[config.mk]
export PLATFORM = sky130hd
export DESIGN_NAME = mcu_core
export DESIGN_NICKNAME = d
export VERILOG_FILES = /design/src/rtl/mcu_core.sv
export SDC_FILE = /design/constraint.sdc
export NUM_CORES = 1
export LEC_CHECK = 0
export ABC_AREA = 1
export CAP_MARGIN = 20
export CORE_MARGIN = 2
export CORE_UTILIZATION = 64
export DETAILED_ROUTE_END_ITERATION = 16
export GPL_TIMING_DRIVEN = 1
export PLACE_DENSITY_LB_ADDON = 0.2
export SKIP_LAST_GASP = 1
export SLEW_MARGIN = 0
export SYNTH_ARGS = -nofsm -noshare
export SYNTH_HDL_FRONTEND = slang
export SYNTH_SLANG_ARGS = --single-unit
[constraint.sdc]
create_clock -name clk -period 9.4 [get_ports clk]
set_clock_uncertainty 0.2 [all_clocks]
set_input_delay 1.41 -clock clk [delete_from_list [all_inputs] [get_ports clk]]
set_output_delay 1.41 -clock clk [all_outputs]
set_load 0.1 [all_outputs]
[src/rtl/mcu_core.sv]
// ============================================================================
// mcu_core : multi-cycle 8-bit LD/ST/ADD core, FETCH/EXEC/HALT sequencing
// Revision : 1.0
// ============================================================================
`default_nettype none

module mcu_core #(
  parameter int IMEM_DEPTH = 16,
  localparam int PC_W = $clog2(IMEM_DEPTH)
) (
  input  logic            clk,
  input  logic            reset,
  output logic [PC_W-1:0] imem_addr,
  input  logic [11:0]     imem_rd_data,
  output logic [5:0]      dmem_addr,
  output logic            dmem_we,
  output logic [7:0]      dmem_wr_data,
  input  logic [7:0]      dmem_rd_data,
  input  logic [2:0]      dbg_sel,
  output logic [7:0]      dbg_data,
  output logic            halted
);

  localparam logic [2:0]      OP_LD   = 3'b000;
  localparam logic [2:0]      OP_ST   = 3'b001;
  localparam logic [2:0]      OP_ADD  = 3'b010;
  localparam logic [2:0]      OP_HALT = 3'b111;
  localparam logic [PC_W-1:0] PC_LAST = PC_W'(IMEM_DEPTH - 1);

  typedef enum logic [1:0] {
    S_FETCH = 2'd0,
    S_EXEC  = 2'd1,
    S_HALT  = 2'd2
  } state_t;

  state_t          state;
  logic [PC_W-1:0] pc;
  logic [11:0]     ir;
  logic [7:0]      regs [8];

  logic [2:0] ir_op, ir_rd, ir_rs1, ir_rs2;
  logic [5:0] ir_ld_addr;
  logic [2:0] f_op, f_rs;
  logic [5:0] f_ld_addr, f_st_addr;

  assign ir_op      = ir[11:9];
  assign ir_rd      = ir[8:6];
  assign ir_rs1     = ir[5:3];
  assign ir_rs2     = ir[2:0];
  assign ir_ld_addr = ir[5:0];

  // Decode of the word being fetched, so the data-memory drive can be
  // registered and present for the whole EXEC cycle.
  assign f_op      = imem_rd_data[11:9];
  assign f_rs      = imem_rd_data[2:0];
  assign f_ld_addr = imem_rd_data[5:0];
  assign f_st_addr = imem_rd_data[8:3];

  assign imem_addr = pc;
  assign dbg_data  = regs[dbg_sel];

  always_ff @(posedge clk or posedge reset) begin
    if (reset) begin
      state        <= S_FETCH;
      pc           <= '0;
      ir           <= '0;
      dmem_addr    <= '0;
      dmem_we      <= 1'b0;
      dmem_wr_data <= '0;
      halted       <= 1'b0;
      for (int i = 0; i < 8; i++) regs[i] <= '0;
    end else begin
      case (state)
        S_FETCH: begin
          ir    <= imem_rd_data;
          state <= S_EXEC;
          if (f_op == OP_LD) begin
            dmem_addr <= f_ld_addr;
          end else if (f_op == OP_ST) begin
            dmem_addr    <= f_st_addr;
            dmem_we      <= 1'b1;
            dmem_wr_data <= regs[f_rs];
          end
        end
        S_EXEC: begin
          case (ir_op)
            OP_LD:   regs[ir_rd] <= dmem_rd_data;
            OP_ADD:  regs[ir_rd] <= regs[ir_rs1] + regs[ir_rs2];
            default: ;
          endcase
          dmem_addr    <= '0;
          dmem_we      <= 1'b0;
          dmem_wr_data <= '0;
          // The PC saturates at the last address instead of wrapping.
          if (pc != PC_LAST) pc <= pc + 1'b1;
          if (ir_op == OP_HALT || pc == PC_LAST) begin
            state  <= S_HALT;
            halted <= 1'b1;
          end else begin
            state <= S_FETCH;
          end
        end
        default: state <= S_HALT;
      endcase
    end
  end

  // Unused decode bit kept visible for readability of the LD path.
  logic unused_ok;
  assign unused_ok = ^ir_ld_addr[5:0] & 1'b0;

endmodule

`default_nettype wire

==> impl_metrics.env, run 1 <==
export IMPL_outcome="complete, no violations"
export IMPL_global_route_peak_usage_layer="met1"
export IMPL_end_kind="primary output"
export IMPL_finalNetCount=980
export IMPL_synthCells=929
export IMPL_ys_seq_elements=98
export IMPL_synthToLayoutAreaGrowth_pct=11.1
export IMPL_floorplan_die_area_um2=11000
export IMPL_num_antenna_cells=0
export IMPL_detailedPlacementHpwl_mm=15.2
export IMPL_holdBufCountCts=0
export IMPL_antenna_violations_before_repair=0
export IMPL_cts_buffers_inserted=9
export IMPL_syn_area_um2=6490
export IMPL_critPathLaunchType="primary input"
export IMPL_transition_time_at_the_pin_with_the_least_slew_margin_ns=1.08
export IMPL_buffer_ports_inserted=52
export IMPL_clock_period_minus_worst_slack_ns=6.13
export IMPL_detail_route_iter0_violations=1001
export IMPL_die_wd_um=105
export IMPL_final_min_period_over_clock_period_pct=65.2
export IMPL_cts_sinks=98
export IMPL_grt_remaining_overflow=0
export IMPL_globalRouteTotalUtil_pct=39.7
export IMPL_core_region_area_um2=9820
export IMPL_synth_distinct_cells=34
export IMPL_drt_vias_per_instance=6.49
export IMPL_placement_rows=36
export IMPL_max_cap_violations=0
export IMPL_cts_tree="yes"
export IMPL_crit_fanout=21
export IMPL_htree_levels=3
export IMPL_cts_root_buffer="clkbuf_8"
export IMPL_vias_in_the_first_global_route=6337
export IMPL_max_clock_path_buffers=2
export IMPL_drive_above_1_share_pct=5.99
export IMPL_finalMaxSlewViolations=0
export IMPL_worst_hold_path_class="flop to flop"
export IMPL_grt_max_degree=84
export IMPL_groute_layer_met2_usage_pct=57.1
export IMPL_rsz_0062_raised_after_global_routing="false"
export IMPL_routed_via_count=7032
export IMPL_insertion_delay_ns=0.39
export IMPL_report_final_setup_viol=0
export IMPL_fin_setup_tns_ns=0
export IMPL_detail_route_first_pass_iterations=7
export IMPL_post_route_drc_count=0
export IMPL_use_met1_pct=58.3
export IMPL_post_cts_setup_buffer_count=0
export IMPL_drtAntennaViolNets=0
export IMPL_wirelength_mm=21.6
export IMPL_post_cts_resized=0
export IMPL_gp_congestion=1.06
export IMPL_clock_fmax_ghz=0.163
export IMPL_synth_seq_area_share_pct=37.8
export IMPL_floorplan_die_height_um=105
export IMPL_floorplan_io_pins=53
export IMPL_initial_core_utilization_pct=66.1
export IMPL_gr_usage_met3_pct=9.79
export IMPL_clkTransAtPathRegs_ns=0.11
export IMPL_critical_path_required_ns=7.79
export IMPL_timing_hold_ws_ns=0.292
export IMPL_grt_first_pass_wirelength_mm=33.9
export IMPL_wire_per_inst_um=20.0
export IMPL_finalHoldViolCount=0
export IMPL_worst_slew_margin_rel_pct=27.7
export IMPL_setup_crit_path_kind="primary input to primary output"
export IMPL_yosys_warnings=0
export IMPL_synth_fp_nets=963
export IMPL_worst_ep_arrival_time_ns=4.52
export IMPL_synthesis_area_per_instance_um2=6.98
## cell families (layout without fill, tap and decap cells)
group / count (synthesis) / after routing / synth area share [%]
mux: 2 / 2 / 0.309
simple gates: 347 / 347 / 23.0
buf+inv: 130 / 152 / 8.56
fa+ha+maj: 9 / 9 / 1.85
compound gates: 340 / 340 / 28.0
xor+xnor: 3 / 3 / 0.405
flops: 98 / 98 / 37.8
## layer usage
layer	routed length [um]	vias up
met5	0	-
met4	681	0
met3	3410	67
met2	9350	569
met1	8210	3222
li1	-	3174
## Yosys cell counts (all sizes together)
cell / instances / area [um2]
a31oi: 23 / 144
buf: 30 / 173
nand4: 4 / 55.1
o22ai: 1 / 6.26
nand3: 40 / 268
o31ai: 1 / 7.51
dfrtp: 98 / 2450
fa: 1 / 20.0
nand2: 233 / 892
inv: 74 / 280
a221oi: 1 / 8.76
o21ai: 205 / 1030
o211ai: 27 / 203
a21oi: 81 / 417
clkbuf: 22 / 82.6
mux2i: 2 / 20.0
clkinv: 4 / 20.0
xnor2: 3 / 26.3
a21o: 1 / 7.51
ha: 8 / 100
nor2: 70 / 278
## sequential cells by signal, indices dropped and copies added, names as in the netlist
register	count
halted	1
dmem_addr	6
imem_addr	4
state	2
regs	64
ir	12
dmem_wr_data	8
dmem_we	1
## through the flow
step                      cells  setup WS [ns]  cell area (um2)  util (%)
after floorplan             929           4.14             6490         -
after global placement     1066           3.10             6950      70.8
after global routing       1084           3.23             7210      73.4
final                      1084           3.27             7210      73.4
after detailed placement   1066           3.03             6950      70.8
after CTS                  1082           3.02             7160      72.9
## cell type report
| cell class | count | area, um2 |
|---|---|---|
| clock buffers | 9 | 124 |
| clock inverters | 7 | 85.1 |
| fillers | 761 | 2610 |
| inverters | 78 | 303 |
| multi-input cells | 701 | 3480 |
| flip-flops and latches | 98 | 2450 |
| well taps | 133 | 166 |
| repair buffers | 58 | 598 |
## cell usage in the layout, fill, tap and decap left out
cell type | Yosys | layout
a21o_1 | 1 | 1
a21oi_1 | 80 | 80
a21oi_4 | 1 | 1
a221oi_1 | 1 | 1
a31oi_1 | 23 | 23
buf_12 | 0 | 1
buf_16 | 0 | 1
buf_4 | 0 | 4
bufinv_16 | 0 | 1
clkbuf_8 | 0 | 9
clkdlybuf4s50_1 | 0 | 52
clkinv_1 | 3 | 3
clkinv_4 | 1 | 2
clkinvlp_4 | 0 | 2
dfrtp_1 | 98 | 98
fa_1 | 1 | 1
ha_1 | 8 | 8
inv_1 | 67 | 66
inv_2 | 6 | 6
inv_4 | 1 | 2
inv_6 | 0 | 1
inv_8 | 0 | 2
mux2i_1 | 2 | 2
nand2_1 | 226 | 226
nand2_2 | 7 | 7
nand3_1 | 28 | 28
nand3_2 | 11 | 11
nand3_4 | 1 | 1
nand4_1 | 2 | 2
nand4_4 | 2 | 2
nor2_1 | 66 | 66
nor2_2 | 3 | 3
nor2_4 | 1 | 1
o211ai_1 | 27 | 27
o21ai_0 | 171 | 171
o21ai_1 | 34 | 34
o22ai_1 | 1 | 1
o31ai_1 | 1 | 1
xnor2_1 | 3 | 3
## critical path, cell delays in order
cell and delay [ns]:
clkdlybuf4s50_1 0.93, inv_1 0.39, a21oi_1 0.20, o21ai_0 0.10
a31oi_1 0.28, clkdlybuf4s50_1 1.19
## final timing paths
kind	end	from	slack [ns]	depth (start not counted)
max	dbg_data[1]	dbg_sel[1]	3.27	6
min	halted	halted	0.29	2
min reg2reg	halted	halted	0.29	2
max reg2reg	regs[4]	ir[4]	5.45	12
min in group asynchronous	imem_addr[0]	reset	1.08	2
max in group asynchronous	ir[0]	reset	6.89	4
Power of run 1 is left out: the tool's default activity adds up to more than one toggle a clock period on the data nets, which glitch-free logic cannot reach.
==> run 2, diff against run 1 <==
--- a/config.mk
+++ b/config.mk
@@ -8,7 +8,7 @@
 export ABC_AREA = 1
 export CAP_MARGIN = 20
 export CORE_MARGIN = 2
-export CORE_UTILIZATION = 64
+export CORE_UTILIZATION = 53
 export DETAILED_ROUTE_END_ITERATION = 16
 export GPL_TIMING_DRIVEN = 1
 export PLACE_DENSITY_LB_ADDON = 0.2
==> constraint.sdc (replaced) <==
create_clock -name clk -period 4.9 [get_ports clk]
set_clock_uncertainty 0.2 [all_clocks]
set_input_delay 0.735 -clock clk [delete_from_list [all_inputs] [get_ports clk]]
set_output_delay 0.735 -clock clk [all_outputs]
set_load 0.1 [all_outputs]
==> run 2 against run 1 <==
Compared with the run above:
- wire length shrank 5.6%
- largest cell class unchanged
- clock-buffer cell count grew 1
- highest routed layer unchanged
- critical path type unchanged
- cell area grew 2.9%
- utilization shrank 11 points
==> impl_metrics.env, run 2 (synthesis gave the netlist of run 1 again) <==
export IMPL_grt_first_pass_wirelength_mm=32.0
export IMPL_post_route_drc_count=0
export IMPL_floorplan_io_pins=53
export IMPL_htree_levels=3
export IMPL_layout_common_cells="nand2_1, o21ai_0, dfrtp_1, a21oi_1"
export IMPL_post_cts_setup_buffer_count=0
export IMPL_gp_congestion=0.956
export IMPL_end_kind="primary output"
export IMPL_rrSetupSlack_ns=1.23
export IMPL_antenna_violations_before_repair=0
export IMPL_report_final_setup_viol=0
export IMPL_placed_cell_area_um2=7100
export IMPL_wirelength_mm=20.4
export IMPL_holdBufCountCts=0
export IMPL_core_region_area_um2=12000
export IMPL_crit_chain="clkdlybuf4s50_1 > buf_4 > inv_2 > o21ai_0 > a21oi_1 > a31oi_1 > buf_12"
export IMPL_largest_register="regs"
export IMPL_die_wd_um=115
export IMPL_max_cap_violations=0
export IMPL_clock_fmax_ghz=0.266
export IMPL_drtAntennaViolNets=0
export IMPL_crit_fanout=37
export IMPL_worst_slew_margin_rel_pct=33.8
export IMPL_worst_hold_path_class="flop to flop"
export IMPL_critical_path_required_ns=3.96
export IMPL_floorplan_die_height_um=115
export IMPL_max_clock_path_buffers=2
export IMPL_largest_register_ffs=64
export IMPL_floorplan_die_area_um2=13100
export IMPL_largest_registers_in_the_final_layout="regs: 64 flops, ir: 12 flops, dmem_wr_data: 8 flops"
export IMPL_cellLeakagePower_uw=0.00338
export IMPL_outcome="complete, no violations"
export IMPL_slowest_delay_ns=0.46
export IMPL_finalMaxSlewViolations=0
export IMPL_synthToLayoutAreaGrowth_pct=14.3
export IMPL_timing_hold_ws_ns=0.269
export IMPL_peakVddDrop_mv=0.555
export IMPL_wire_per_inst_um=18.5
export IMPL_globalRouteTotalUtil_pct=31.9
export IMPL_rsz_0062_raised_after_global_routing="false"
export IMPL_placement_rows=40
export IMPL_fin_setup_tns_ns=0
export IMPL_buffer_ports_inserted=52
export IMPL_post_cts_resized=0
export IMPL_cts_tree="yes"
export IMPL_cts_buffers_inserted=9
export IMPL_worst_ep_arrival_time_ns=2.82
export IMPL_worstPathBufferInverterCount=4
export IMPL_most_common_library_cell_in_the_layout_ignoring_fill_and_taps="nand2_1"
export IMPL_critPathLaunchType="primary input"
export IMPL_initial_core_utilization_pct=54.2
export IMPL_cts_sinks=98
export IMPL_drive_above_1_share_pct=7.32
export IMPL_clock_period_minus_worst_slack_ns=3.75
export IMPL_grt_remaining_overflow=0
export IMPL_insertion_delay_ns=0.36
export IMPL_transition_time_at_the_pin_with_the_least_slew_margin_ns=0.990
export IMPL_grt_max_degree=77
export IMPL_cts_root_buffer="clkbuf_16"
export IMPL_powerDensity_nw_per_um2=823
export IMPL_final_min_period_over_clock_period_pct=76.6
export IMPL_detailedPlacementHpwl_mm=13.7
export IMPL_finalNetCount=985
export IMPL_cp_top_family="buffers and inverters"
export IMPL_detail_route_iter0_violations=888
export IMPL_detail_route_first_pass_iterations=8
export IMPL_finalHoldViolCount=0
export IMPL_drt_vias_per_instance=6.03
export IMPL_crit_slowest_cell="clkdlybuf4s50_1"
export IMPL_clkTransAtPathRegs_ns=0.06
export IMPL_final_design_area_no_fill_um2=7410
export IMPL_num_antenna_cells=0
export IMPL_final_util_pct=62.0
export IMPL_vias_in_the_first_global_route=5947
export IMPL_routed_via_count=6650
export IMPL_setup_crit_path_kind="primary input to primary output"
[run 2: stage by stage]
stage / std cells / setup WS, ns / total power, uW
final: 1103 / 1.15 / 6100
after detailed placement: 1087 / 1.23 / 5290
after floorplan: 929 / 0.993 / 4360
after global routing: 1103 / 1.01 / 6530
after CTS: 1103 / 1.21 / 6050
after global placement: 1087 / 1.24 / 5230
[run 2: layout make-up]
type / instances / area [um2]
Clock buffer: 10 / 239
Inverter: 78 / 303
Sequential cell: 98 / 2450
Multi-Input combinational cell: 701 / 3480
Fill cell: 1096 / 4550
Timing Repair Buffer: 63 / 683
Clock inverter: 6 / 73.8
Tap cell: 147 / 184
[run 2: per-layer routing]
layer | share of wire [%] | vias to the layer above | GRT usage [%]
met1 | 42 | 3059 | 45.1
met5 | 0 | - | 0
li1 | - | 3184 | -
met3 | 11 | 38 | 7.31
met4 | 2.5 | 0 | 11.5
met2 | 45 | 369 | 48.2
[run 2: path summary, 6_finish.rpt]
check / endpoint / cells past startpoint / start
worst min-delay path: halted / 2 / halted
worst max-delay path: dbg_data[2] / 7 / dbg_sel[0]
min in group asynchronous: regs[16] / 2 / reset
worst max register to register: regs[54] / 10 / ir[1]
worst min register to register: halted / 2 / halted
max in group asynchronous: regs[54] / 3 / reset
[run 2: worst register-to-register path, stage by stage, from the launching register on]
cell and delay, ns:
dfrtp_1 0.89, inv_1 0.51, a21oi_1 0.25, a31oi_1 0.06, ha_1 0.26, fa_1 0.50
nand4_1 0.12, nand3_1 0.11, o21ai_1 0.53, nand2_1 0.10, nand2_1 0.09
[run 2: power by group]
part	internal (uW)	total (uW)	switching, uW
sequential	1200	1670	472
clock	416	749	334
combinational	1130	3680	2550
total	2750	6100	3360
Note: power is estimated with default switching activity, not from simulation.
==> edit 1 (config.mk and constraints of run 2) <==
Put a register stage on the output `dbg_data`. The value now appears one clock later. The other outputs are not delayed to match.
--- a/src/rtl/mcu_core.sv
+++ b/src/rtl/mcu_core.sv
@@ -58,5 +58,7 @@
 
   assign imem_addr = pc;
-  assign dbg_data  = regs[dbg_sel];
+  always_ff @(posedge clk) begin
+    dbg_data <= regs[dbg_sel];
+  end
 
   always_ff @(posedge clk or posedge reset) begin
Formal check against the unedited RTL: not equivalent (a bounded check fails within 4 cycles, from zero or initial values and one cycle with reset high).
==> edit 1 against run 2 <==
Setup slack improved by 0.24 ns. Register-to-register slack improved by 0.16 ns. Cell area rose by 0.49%. Synthesized area grew 1.9%. Critical path type is now reg -> reg. Sequential cell count increased by 8. Power barely moved. Global-route usage is 0.55 points lower. Sequential power is 4% higher. Largest power group unchanged. Wire length shrank 0.83%. Highest routed layer unchanged.
==> edit 1: results (changes against run 2) <==
stage,metric,value,unit,change
yosys,synth.distinct_cells,36,,+5.9%
critical_path,worstPathMaxFanout,21,,-43%
global_routing,gr-usage-all-layers,0.3139,,-0.005492
global_routing,first_global_vias,5908,,-0.66%
route,drt-met1-wl,8662,µm,+1.3%
pwr,seq_power_share,0.286,,+0.012
pwr,p_leak,0.003397,µW,+0.40%
cells_and_area,fin_cells,1128,,+2.3%
status,outcome,finished clean,,
yosys,synth_fp_nets,968,,+0.52%
critical_path,critPathArrivalTime,3.52,ns,+0.70 ns
pwr,ir_drop,0.5815,mV,+4.8%
critical_path,reg2reg_to,regs[19],,
route,drt_iter0_markers,842,,-5.2%
worst_hold_path,min-delay-start,regs[51],,
global_routing,use_met1,0.4415,,-0.009190
cells_and_area,reg_top3,"regs: 64 flops, ir: 12 flops",,
route,dr_wl_met2,8918,µm,-2.7%
route,wl_met3,2129,µm,-3.4%
yosys,synthTopCellsByCount,"223 x nand2_1, 157 x o21ai_0, 98 x dfrtp_1",,
global_routing,grtUsageMet2,0.4671,,-0.01499
global_routing,grt_start_max_net_pins,41,,-47%
place,dp_hpwl,13740,µm,+0.12%
worst_hold_path,hold_end,regs[51],,
cells_and_area,drive_above_1_share,0.06250,,-0.01072
global_routing,use_met3,0.08525,,+0.01220
place,gp_congestion,0.9499,,-0.66%
edit 1: cell types whose count changed after synthesis, sizes merged, moves of 4 or more:
cell	run 2	this run
a21oi	81	91
buf	30	26
clkbuf	22	26
dfxtp	0	8
nand2	233	227
o211ai	27	22
o21ai	205	201
edit 1: cell type report:
| class | instances | area (µm²) |
|---|---|---|
| fill | 1146 | 4662 |
| multi-input combinational | 698 | 3443 |
| sequential | 106 | 2613 |
| timing repair buffer | 62 | 595.6 |
| inverter | 78 | 302.8 |
| clock buffer | 11 | 242.7 |
| tap | 168 | 210.2 |
| clock inverter | 5 | 42.54 |
edit 1: worst max path at each step:
stage          cells after the start            to   from  slack (ns)
5_1_grt                           13      regs[13]  ir[1]        1.12
3_5_place_dp                      15       regs[4]  ir[1]        1.50
2_1_floorplan                      1  dmem_addr[0]  reset        1.40
4_1_cts                           15       regs[4]  ir[1]        1.51
6_report                          11      regs[19]  ir[1]        1.39
3_3_place_gp                      13      regs[38]  ir[3]        1.59
edit 1: cell families (layout without fill, tap and decap cells):
group                    Yosys count  count (layout)  share of synthesized area
buffers and inverters            130             156                    0.08351
AO/OA/AOI/OAI                    340             340                     0.2731
XOR/XNOR                           3               3                   0.003977
adder cells (fa/ha/maj)            9               9                    0.01818
AND/OR/NAND/NOR                  344             344                     0.2223
multiplexers                       2               2                   0.003597
flip-flops                       106             106                     0.3954
edit 1: metrics by stage:
stage	hold WS [ns]	area (µm²)	total power [µW]
2_1_floorplan	0.2489	6608	4468
3_3_place_gp	0.2534	7164	5270
3_5_place_dp	0.2620	7164	5320
4_1_cts	0.2849	7450	6047
5_1_grt	0.3041	7450	6565
6_report	0.2821	7450	6107
edit 1: tightest hold or removal path: stages, from the launching register on:
cell and delay, ns:
dfrtp_1 0.34, nand2_1 0.05, o21ai_0 0.06
==> edit 2 (settings of run 2) <==
Made on the original files. Change the parameter `IMEM_DEPTH` from 16 to 32.
--- a/src/rtl/mcu_core.sv
+++ b/src/rtl/mcu_core.sv
@@ -6,5 +6,5 @@
 
 module mcu_core #(
-  parameter int IMEM_DEPTH = 16,
+  parameter int IMEM_DEPTH = 32,
   localparam int PC_W = $clog2(IMEM_DEPTH)
 ) (
Interface: changed (resized imem_addr); port bits go from 53 to 54. No check against the original RTL was run, so the function may have changed too.
==> edit 2 against run 2 <==
Final cell count increased by 0.27%. Setup slack got worse by 0.065 ns. Sequential cell count rose by 1. Synthesized area is essentially flat. Combinational power increased by 4%. Power grew 1.5%. Wire length grew 0.47%. Global-route usage is 0.39 points higher. First-iteration DRC count rose by 16%. Cell area hardly changed.
==> edit 2: results (changes against run 2) <==
stage,metric,value,unit,change
cells_and_area,n_all_inverters,81,,+3.8%
cells_and_area,final-nonclk-buf-share,0.09054,,-0.001611
route,drt_iter0_markers,1027,,+16%
pwr,ir_drop,0.5168,mV,-6.9%
yosys,synth_fp_nets,970,,+0.73%
critical_path,critPathCapture,regs[44],,
cells_and_area,clk_share,0.04291,,+0.0007114
cts,cts_root_buffer,clkbuf_16,,
global_routing,grt_pass1_wl,32550,µm,+1.8%
pwr,seq_power_share,0.260,,-0.014
yosys,synthTopCellsByCount,"217 x nand2_1, 100 x o21ai_0, 99 x dfrtp_1",,
timing,slew_headroom,0.2406,,-0.09713
cells_and_area,regArea,2477,µm²,+1.0%
route,wl_met3,2301,µm,+4.4%
cells_and_area,drive_above_1_share,0.07612,,+0.002899
yosys,synthTopCellsByArea,"dfrtp_1 38%, nand2_1 13%, o21ai_0 7.7%, a21oi_1 7.3%, o21ai_1 6.5%",,
cells_and_area,final.fill_count,1089,,-0.64%
yosys,synth_area_per_cell,6.940,µm²,-0.60%
global_routing,gr-usage-all-layers,0.3233,,+0.003911
pwr,internal-power,2722,µW,-0.96%
critical_path,crit_path_start,ir[1],,
place,dp_slack,1.281,ns,+0.04926 ns
cts,cts.htree.levels,3,,unchanged
critical_path,cp_top_family,flip-flops,,
cells_and_area,multi_input_area,3451,µm²,-0.79%
cells_and_area,num-multi-input-gates,702,,+0.14%
yosys,async_flop_share,1.000,,unchanged
place,place.port_buffers,53,,+1.9%
timing,finalHoldWorstSlack,0.2655,ns,-0.003941 ns
critical_path,critical-path-slowest-cell,dfrtp_1,,
route,routed_via_density,6.084,,+0.91%
critical_path,r2r_cells,15,,+5
yosys,synth-main-ff-cell,dfrtp_1,,
cells_and_area,seq_cell_count,99,,+1.0%
critical_path,critPathArrivalTime,3.87,ns,+1.05 ns
critical_path,worstPathMaxFanout,21,,-43%
cts,cts.reportedPaths.clkPinSlew,0.08,ns,+0.02 ns
timing,max_freq,0.2619,GHz,-1.7%
cells_and_area,fin_cells,1106,,+0.27%
route,drt-met1-wl,8624,µm,+0.82%
yosys,yosysSeqAreaShare,0.3818,,+0.003711
cts,post_cts_resized,0,,unchanged
global_routing,grt_start_max_net_pins,57,,-26%
pwr,p_leak,0.003405,µW,+0.64%
cells_and_area,buffers,61,,-3.2%
status,outcome,finished clean,,
cells_and_area,area_delta_synth_final,14.15,%,
global_routing,first_global_vias,6028,,+1.4%
route,drt-wirelength-per-cell,18.56,µm,+0.20%
place,gp_congestion,0.9260,,-3.2%
place,dp_cells,1090,,+0.28%
place,dp_hpwl,13620,µm,-0.78%
cells_and_area,nNetsFinal,989,,+0.41%
## edit 2: cell count changes after synthesis, moves of 8 or more
cell / change
a21oi_1: +14
nand2_1: -9
o211ai_1: -8
o21ai_1: +50
nor2_1: +14
inv_2: +14
o21ai_0: -71
a32o_1: +8
## edit 2: logic make-up after synthesis
| family | synth area share |
|---|---|
| adder cells (fa/ha/maj) | 0.02044 |
| AND/OR/NAND/NOR | 0.2252 |
| multiplexers | 0.002121 |
| buffers and inverters | 0.08639 |
| AO/OA/AOI/OAI | 0.2800 |
| flip-flops | 0.3818 |
| XOR/XNOR | 0.004050 |
## edit 2: routing by layer
layer  vias up  GRT usage
li1       3202          -
met1      3024     0.4436
met3        74    0.08947
met2       429     0.4757
met5         -          0
met4         0     0.1480
